## config.mk

```make
export PLATFORM = sky130hd
export DESIGN_NAME = mem_arbiter
export DESIGN_NICKNAME = d
export VERILOG_FILES = /design/src/rtl/cpu_types_pkg.sv /design/src/rtl/mem_arbiter.sv
export SDC_FILE = /design/constraint.sdc
export NUM_CORES = 1
export LEC_CHECK = 0
export ABC_AREA = 1
export BUFFER_PORTS_ARGS = -buffer_cell sky130_fd_sc_hd__buf_2
export CAP_MARGIN = 30
export CORE_MARGIN = 3
export CORE_UTILIZATION = 41
export DETAILED_ROUTE_END_ITERATION = 16
export GPL_TIMING_DRIVEN = 0
export PLACE_DENSITY_LB_ADDON = 0.25
export SLEW_MARGIN = 15
export SYNTH_ARGS = -nofsm -noshare
export SYNTH_HDL_FRONTEND = slang
export SYNTH_SLANG_ARGS = --single-unit
```

## constraint.sdc

```tcl
create_clock -name clk -period 2.9 [get_ports clk]
set_clock_uncertainty 0.2 [all_clocks]
set_input_delay 0.435 -clock clk [delete_from_list [all_inputs] [get_ports clk]]
set_output_delay 0.435 -clock clk [all_outputs]
set_load 0.03 [all_outputs]
```

## src/rtl/cpu_types_pkg.sv

```systemverilog
// cpu_types: shared state and owner encodings for the memory arbiter.
package cpu_types;
   typedef enum logic {ARB_IDLE, ARB_WAIT} arb_state_t;
   typedef enum logic {OWNER_FETCH, OWNER_DATA} arb_owner_t;
endpackage

```

## src/rtl/mem_arbiter.sv

```systemverilog
// mem_arbiter: shares one RAM port between fetch and load/store, data first with fetch starvation guard.
module mem_arbiter
   import cpu_types::*;
#(
   parameter int WIDTH        = 32,
   parameter int READ_LATENCY = 1,
   parameter int STARVE_LIMIT = 4
) (
   input  logic             clk,
   input  logic             rst,
   input  logic             if_req,
   input  logic [WIDTH-1:0] if_addr,
   output logic             if_gnt,
   output logic             if_rvalid,
   output logic [WIDTH-1:0] if_rdata,
   input  logic             d_req,
   input  logic             d_we,
   input  logic [WIDTH-1:0] d_addr,
   input  logic [WIDTH-1:0] d_wdata,
   output logic             d_gnt,
   output logic             d_rvalid,
   output logic [WIDTH-1:0] d_rdata,
   output logic [WIDTH-1:0] ram_a,
   output logic             ram_we,
   output logic [WIDTH-1:0] ram_wd,
   input  logic [WIDTH-1:0] ram_rd
);
   localparam int CW = $clog2(READ_LATENCY + 1);
   localparam int SW = $clog2(STARVE_LIMIT + 1);
   localparam logic [CW-1:0] CNT_INIT   = CW'(READ_LATENCY - 1);
   localparam logic [SW-1:0] STARVE_MAX = SW'(STARVE_LIMIT);
   arb_state_t       r_state, w_state_nx;
   arb_owner_t       r_owner;
   logic [WIDTH-1:0] r_addr, r_if_rdata, r_d_rdata;
   logic [CW-1:0]    r_cnt;
   logic [SW-1:0]    r_starve;
   logic             r_if_rvalid, r_d_rvalid;
   logic             w_fetch_wins, w_rd_gnt, w_done;
   // grants are gated by rst so every output is 0 while reset is held
   always_comb begin
      w_fetch_wins = if_req && (!d_req || r_starve == STARVE_MAX);
      if_gnt       = !rst && r_state == ARB_IDLE && w_fetch_wins;
      d_gnt        = !rst && r_state == ARB_IDLE && d_req && !w_fetch_wins;
      w_rd_gnt     = if_gnt || (d_gnt && !d_we);
      w_done       = r_state == ARB_WAIT && r_cnt == '0;
      ram_we       = d_gnt && d_we;
      ram_wd       = ram_we ? d_wdata : '0;
      ram_a        = (r_state == ARB_WAIT) ? r_addr : if_gnt ? if_addr : d_gnt ? d_addr : '0;
      w_state_nx   = w_rd_gnt ? ARB_WAIT : w_done ? ARB_IDLE : r_state;
   end
   always_ff @(posedge clk or posedge rst) begin
      if (rst) begin
         r_state     <= ARB_IDLE;
         r_owner     <= OWNER_FETCH;
         r_addr      <= '0;
         r_cnt       <= '0;
         r_starve    <= '0;
         r_if_rvalid <= 1'b0;
         r_d_rvalid  <= 1'b0;
         r_if_rdata  <= '0;
         r_d_rdata   <= '0;
      end else begin
         r_state     <= w_state_nx;
         r_if_rvalid <= w_done && r_owner == OWNER_FETCH;
         r_d_rvalid  <= w_done && r_owner == OWNER_DATA;
         if (w_rd_gnt) begin
            r_addr  <= ram_a;
            r_owner <= if_gnt ? OWNER_FETCH : OWNER_DATA;
            r_cnt   <= CNT_INIT;
         end else if (r_state == ARB_WAIT && r_cnt != '0) begin
            r_cnt <= r_cnt - CW'(1);
         end
         if (w_done && r_owner == OWNER_FETCH) r_if_rdata <= ram_rd;
         if (w_done && r_owner == OWNER_DATA) r_d_rdata <= ram_rd;
         r_starve <= (if_req && !if_gnt) ? ((r_starve == STARVE_MAX) ? r_starve : r_starve + SW'(1)) : '0;
      end
   end
   assign if_rvalid = r_if_rvalid;
   assign d_rvalid  = r_d_rvalid;
   assign if_rdata  = r_if_rdata;
   assign d_rdata   = r_d_rdata;
endmodule

```

; Word level (Yosys, flattened, before mapping)
; Index checks and enable logic that the tools add are counted.
[op_classes]
addsub = 2
n_mul = 0
div = 0
order_cmp = 0
eq_ne = 2
n_shift = 0
mux = 11
bitwise_logic = 3
n_reduce_logical = 21
[op_table]
columns = cell, count
row1 = 32-bit two-way mux, 4
row2 = 1-bit logical AND, 12
row3 = 3-bit two-way mux, 2
row4 = 1-bit zero test, 5
row5 = 1-bit two-way mux, 5
row6 = 2-bit nonzero test, 2
row7 = "3-bit by 1-bit adder with 3-bit output, second input constant", 1
row8 = "3-bit equality test, second input constant", 1
row9 = 1-bit inverter, 3
row10 = 1-bit logical OR, 2
row11 = "2-bit inequality test, second input constant", 1
row12 = "1-bit subtractor, second input constant", 1
[word_totals]
reg_bits = 104
latchBits = 0
ram_bits = 0
romBits = 0
input_bits = 133
word_cells = 48
mem_count = 0

; Depth between registers and ports, before layout
[depth]
depth_word = 8
ltp_mapped = 10
depth_no_buf = 9

; Worst setup path after synthesis
; Ideal clock, no wire load.
[synth_path]
path_type = input port to output port
start = in rst
end = out ram_wd[22]
t_arrival_ns = 2.857
t_required_ns = 2.265
path_slack_ns = -0.592
stages = 7
path_cell_list = inv_2 > nand2_2 > nor2_4 > and2_4 > nand2_4 > buf_6 > nor2_1
[synth_between]
elab_chain_len = 6
[synth_rtl]
columns = item, line_no
row1 = "start, declared", mem_arbiter.sv:10  ; input logic rst,
row2 = 1-bit zero test (no line), -
row3 = 1-bit logical AND (3 in a row), mem_arbiter.sv:43  ; d_gnt = !rst && r_state == ARB_IDLE && d_req && !w_fetch_wins;
row4 = net d_gnt, mem_arbiter.sv:20  ; output logic d_gnt,
row5 = 1-bit logical AND, mem_arbiter.sv:46  ; ram_we = d_gnt && d_we;
row6 = 32-bit two-way mux, mem_arbiter.sv:47  ; ram_wd = ram_we ? d_wdata : '0;
row7 = "end, declared", mem_arbiter.sv:25  ; output logic [WIDTH-1:0] ram_wd,
; The timed path passes the listed nets, and every way through them passes these cells.

; Worst setup path after layout
[layout_path]
start = reg r_starve[0]
end = out ram_wd[27]
[layout_between]
elab_chain_len = 7
[layout_rtl]
columns = item, line_no
row1 = "start, declared", mem_arbiter.sv:36  ; logic [SW-1:0] r_starve;
row2 = "start signal, assigned", mem_arbiter.sv:75  ; r_starve <= (if_req && !if_gnt) ? ((r_starve == STARVE_MAX) ? r_starve : r_starve + SW'(1)) : '0;
row3 = 3-bit equality test, mem_arbiter.sv:41  ; w_fetch_wins = if_req && (!d_req || r_starve == STARVE_MAX);
row4 = 1-bit logical OR, mem_arbiter.sv:41
row5 = 1-bit logical AND, mem_arbiter.sv:41
row6 = 1-bit zero test, mem_arbiter.sv:43
row7 = 1-bit logical AND, mem_arbiter.sv:43
row8 = 1-bit logical AND, mem_arbiter.sv:46
row9 = 32-bit two-way mux, mem_arbiter.sv:47
; No other way between the ends.

==> reports/results.txt <==
First-pass GRT wire length = 23,900 um
Slew Limit Fails = 0
Total Power = 5.47 mW
Slew at the pin with the worst max-slew slack = 0.557 ns
Post-Syn Area = 5050 um2
Synth async-reset ratio = 1.00
CP startpoint kind = flip-flop
# port buffers = 264
P&R area growth vs syn = 36.2%
Mapped Nets = 769
Worst Path Required = 2.27 ns
Sequential share of power = 0.390
Detailed Place HPWL = 12,100 um
Clock Path Buffers = 2
Pin count of the biggest net entering global routing = 106
Hold Vio Cnt, Final = 42
Cells after synthesis = 634
Violated checks = negative hold slack
WL/cell = 14.8 um
Via Count = 5,191
Largest delay share family, worst path = simple AND/OR/NAND/NOR gates
Number of global-route vias before repair = 4,891
Synth cell count leaders = 163 x nand2_1, 104 x dfrtp_1, 97 x nand3_1
Yosys cell types = 27
Hold Path Class = in2async
Worst-Skew Late Latency = 0.34 ns
Met1 GRT Util = 0.277
Slowest Stage Delay on Critical Path = 0.35 ns
Outcome = finished, violations left
Leading post-synthesis cells by cell area = dfrtp_1 52%, nand2_1 12%, nand3_1 9.6%
Slowest cell on the critical path = dfrtp_1
Seq. cell area = 2600 um2
Final core occ = 0.588
ANT nets after route = 0
TritonCTS clock tree = yes
Crit share post-route = 0.938
Total GRT Usage = 0.220
Via/cell ratio = 4.91
CP Class = reg2out
VDD IR-drop max = 0.000583 V
# Post-CTS Setup Buffers = 0
Remaining DRCs = 0
Int Pwr = 3.14 mW
Fmax = 0.367 GHz
Clock Tree Root = clkbuf_16
# fillers = 1,125
Antenna violations before repair = 0
Switching part of the total = 0.425
CP bufs+invs = 3
Psw = 2.33 mW
Crit-path cells = inv_1, ha_1, nand2_2, nand2_2, nand2_4, and2_4, nand2_4, buf_6, nor2_1, clkbuf_4
Final wirelength = 15,700 um
Worst hold margin = -0.0521 ns
Nets@finish = 1,044
Static Leakage = 4.09 nW
CP endpoint kind = output port
DR iter-0 viols = 234
Top_reg_cell synth = dfrtp_1
Minimum clock period = 2.72 ns
Antenna diodes = 0
Die area = 13,700 um2
Met2 Usage GRT = 0.366
H-tree levels = 3
GR Layer Usage met3 = 0.0715
Num ports = 266
CP arrival = 2.09 ns
CTS buffer count = 9
GP Congestion = 0.883
Clk pwr share = 0.225
Total clock sinks = 104
Synth Warn # = 0
Row cnt = 39
Multi-input logic area = 1930 um2
Reg clk slew, reported paths = 0.08 ns
Post-synth EDFFs = 0
Syn Area/Cell = 7.97 um2
Share of cells above drive strength 1 = 0.352
Pwr dens = 795 nW/um2
Sequential element share of the synthesized area = 0.515
Horiz. Die Dim = 117 um
Top-count cell post-synth = nand2_1
Post-synth top area share = 0.515
Die Span Y = 117 um
Seq cells post-synth = 104
Core Footprint = 11,700 um2
RSZ-0062 raised after global routing = no
Final setup fails = 0
DRT Pass-1 Iters = 5
Share of power burned in combinational logic = 0.385
Dominant cell type by area after synthesis = dfrtp_1
GRT busiest layer = met2
Initial core utilization = 0.431
CP Max Fanout = 10
Max Cap Viol = 0
Gr ovfl total = 0
Slew margin rel. = 0.628
==> repair_timing <==
action                                  4_1_cts  5_1_grt
resized for setup                             2        4
endpoints found under the setup margin       61       61
hold buffers                                  0        0
==> cell usage in the layout (no fill, tap or decap), types with 9 or more instances in the layout <==
cell type / n
buf_2: 277
clkbuf_1: 19
clkbuf_16: 9
dfrtp_1: 104
inv_1: 69
nand2_1: 163
nand3_1: 97
nand4_1: 32
nor2_1: 35
o21ai_0: 60
==> worst reg2reg max path, cell delays in order, from the launching register on <==
cell	delay, ns
dfrtp_1	0.35
inv_1	0.07
ha_1	0.22
nand2_2	0.12
nand2_2	0.15
nand3_2	0.23
clkbuf_1	0.41
nand3_1	0.14
nand2_1	0.09
==> metrics by stage <==
stage / hold WS [ns] / std cells / area (um2) / setup WS, ns / setup TNS [ns]
6_report: -0.0521 / 1057 / 6880 / 0.179 / 0
5_1_grt: 0.0260 / 1057 / 6880 / 0.00104 / 0
4_1_cts: 0.0739 / 1057 / 6870 / 0.00172 / 0
3_5_place_dp: 0.240 / 1041 / 6560 / -0.161 / -4.87
3_3_place_gp: 0.240 / 1041 / 6560 / -0.138 / -4.90
2_1_floorplan: 0.224 / 634 / 5060 / 0.116 / 0
==> flip-flops by register name, indices dropped and copies added, names as in the netlist <==
name	cells
if_rvalid	1
r_addr	32
d_rvalid	1
if_rdata	32
r_starve	3
r_state	1
r_cnt	1
r_owner	1
d_rdata	32
==> path summary, 6_finish.rpt <==
kind / startpoint / end / slack, ns / cells past startpoint
min: rst / r_addr[29] / -0.05 / 2
max: r_starve[0] / ram_wd[27] / 0.18 / 10
min reg2reg: r_owner / if_rvalid / 0.26 / 1
max in group asynchronous: rst / d_rdata[17] / 2.10 / 2
min in group clk: ram_rd[30] / if_rdata[30] / 0.15 / 3
max reg2reg: r_starve[0] / r_addr[13] / 0.86 / 8
==> cells by family after synthesis <==
family                     Yosys count  synth area share
DFF                                104             0.515
AOI/OAI and AO/OA                   68            0.0679
and+or+nand+nor                    339             0.305
xor gates and xnor gates             2           0.00347
buffers and inverters              119             0.103
adders and majority gates            2           0.00495
==> layer usage <==
layer	routed length (um)	up-vias
met5	0	-
met4	194	0
met3	1360	13
met2	7630	188
met1	6500	2390
li1	-	2600
==> cell type report <==
class	count	share of cell area
Inverter	75	0.0427
Clock inverter	6	0.00982
Tap cell	143	0.0260
Timing Repair Buffer	264	0.193
Buffer	44	0.0349
Clock buffer	10	0.0347
Multi-Input combinational cell	411	0.281
Sequential cell	104	0.378
==> power groups by stage <==
stage	logic (mW)	registers (mW)	clock network (mW)
4_1_cts	2.13	2.14	1.25
5_1_grt	2.30	2.19	1.31
3_3_place_gp	2.10	2.15	0
6_report	2.11	2.14	1.23
2_1_floorplan	0.709	2.85	0
3_5_place_dp	2.14	2.14	0
Power figures use the tool's default switching activity.
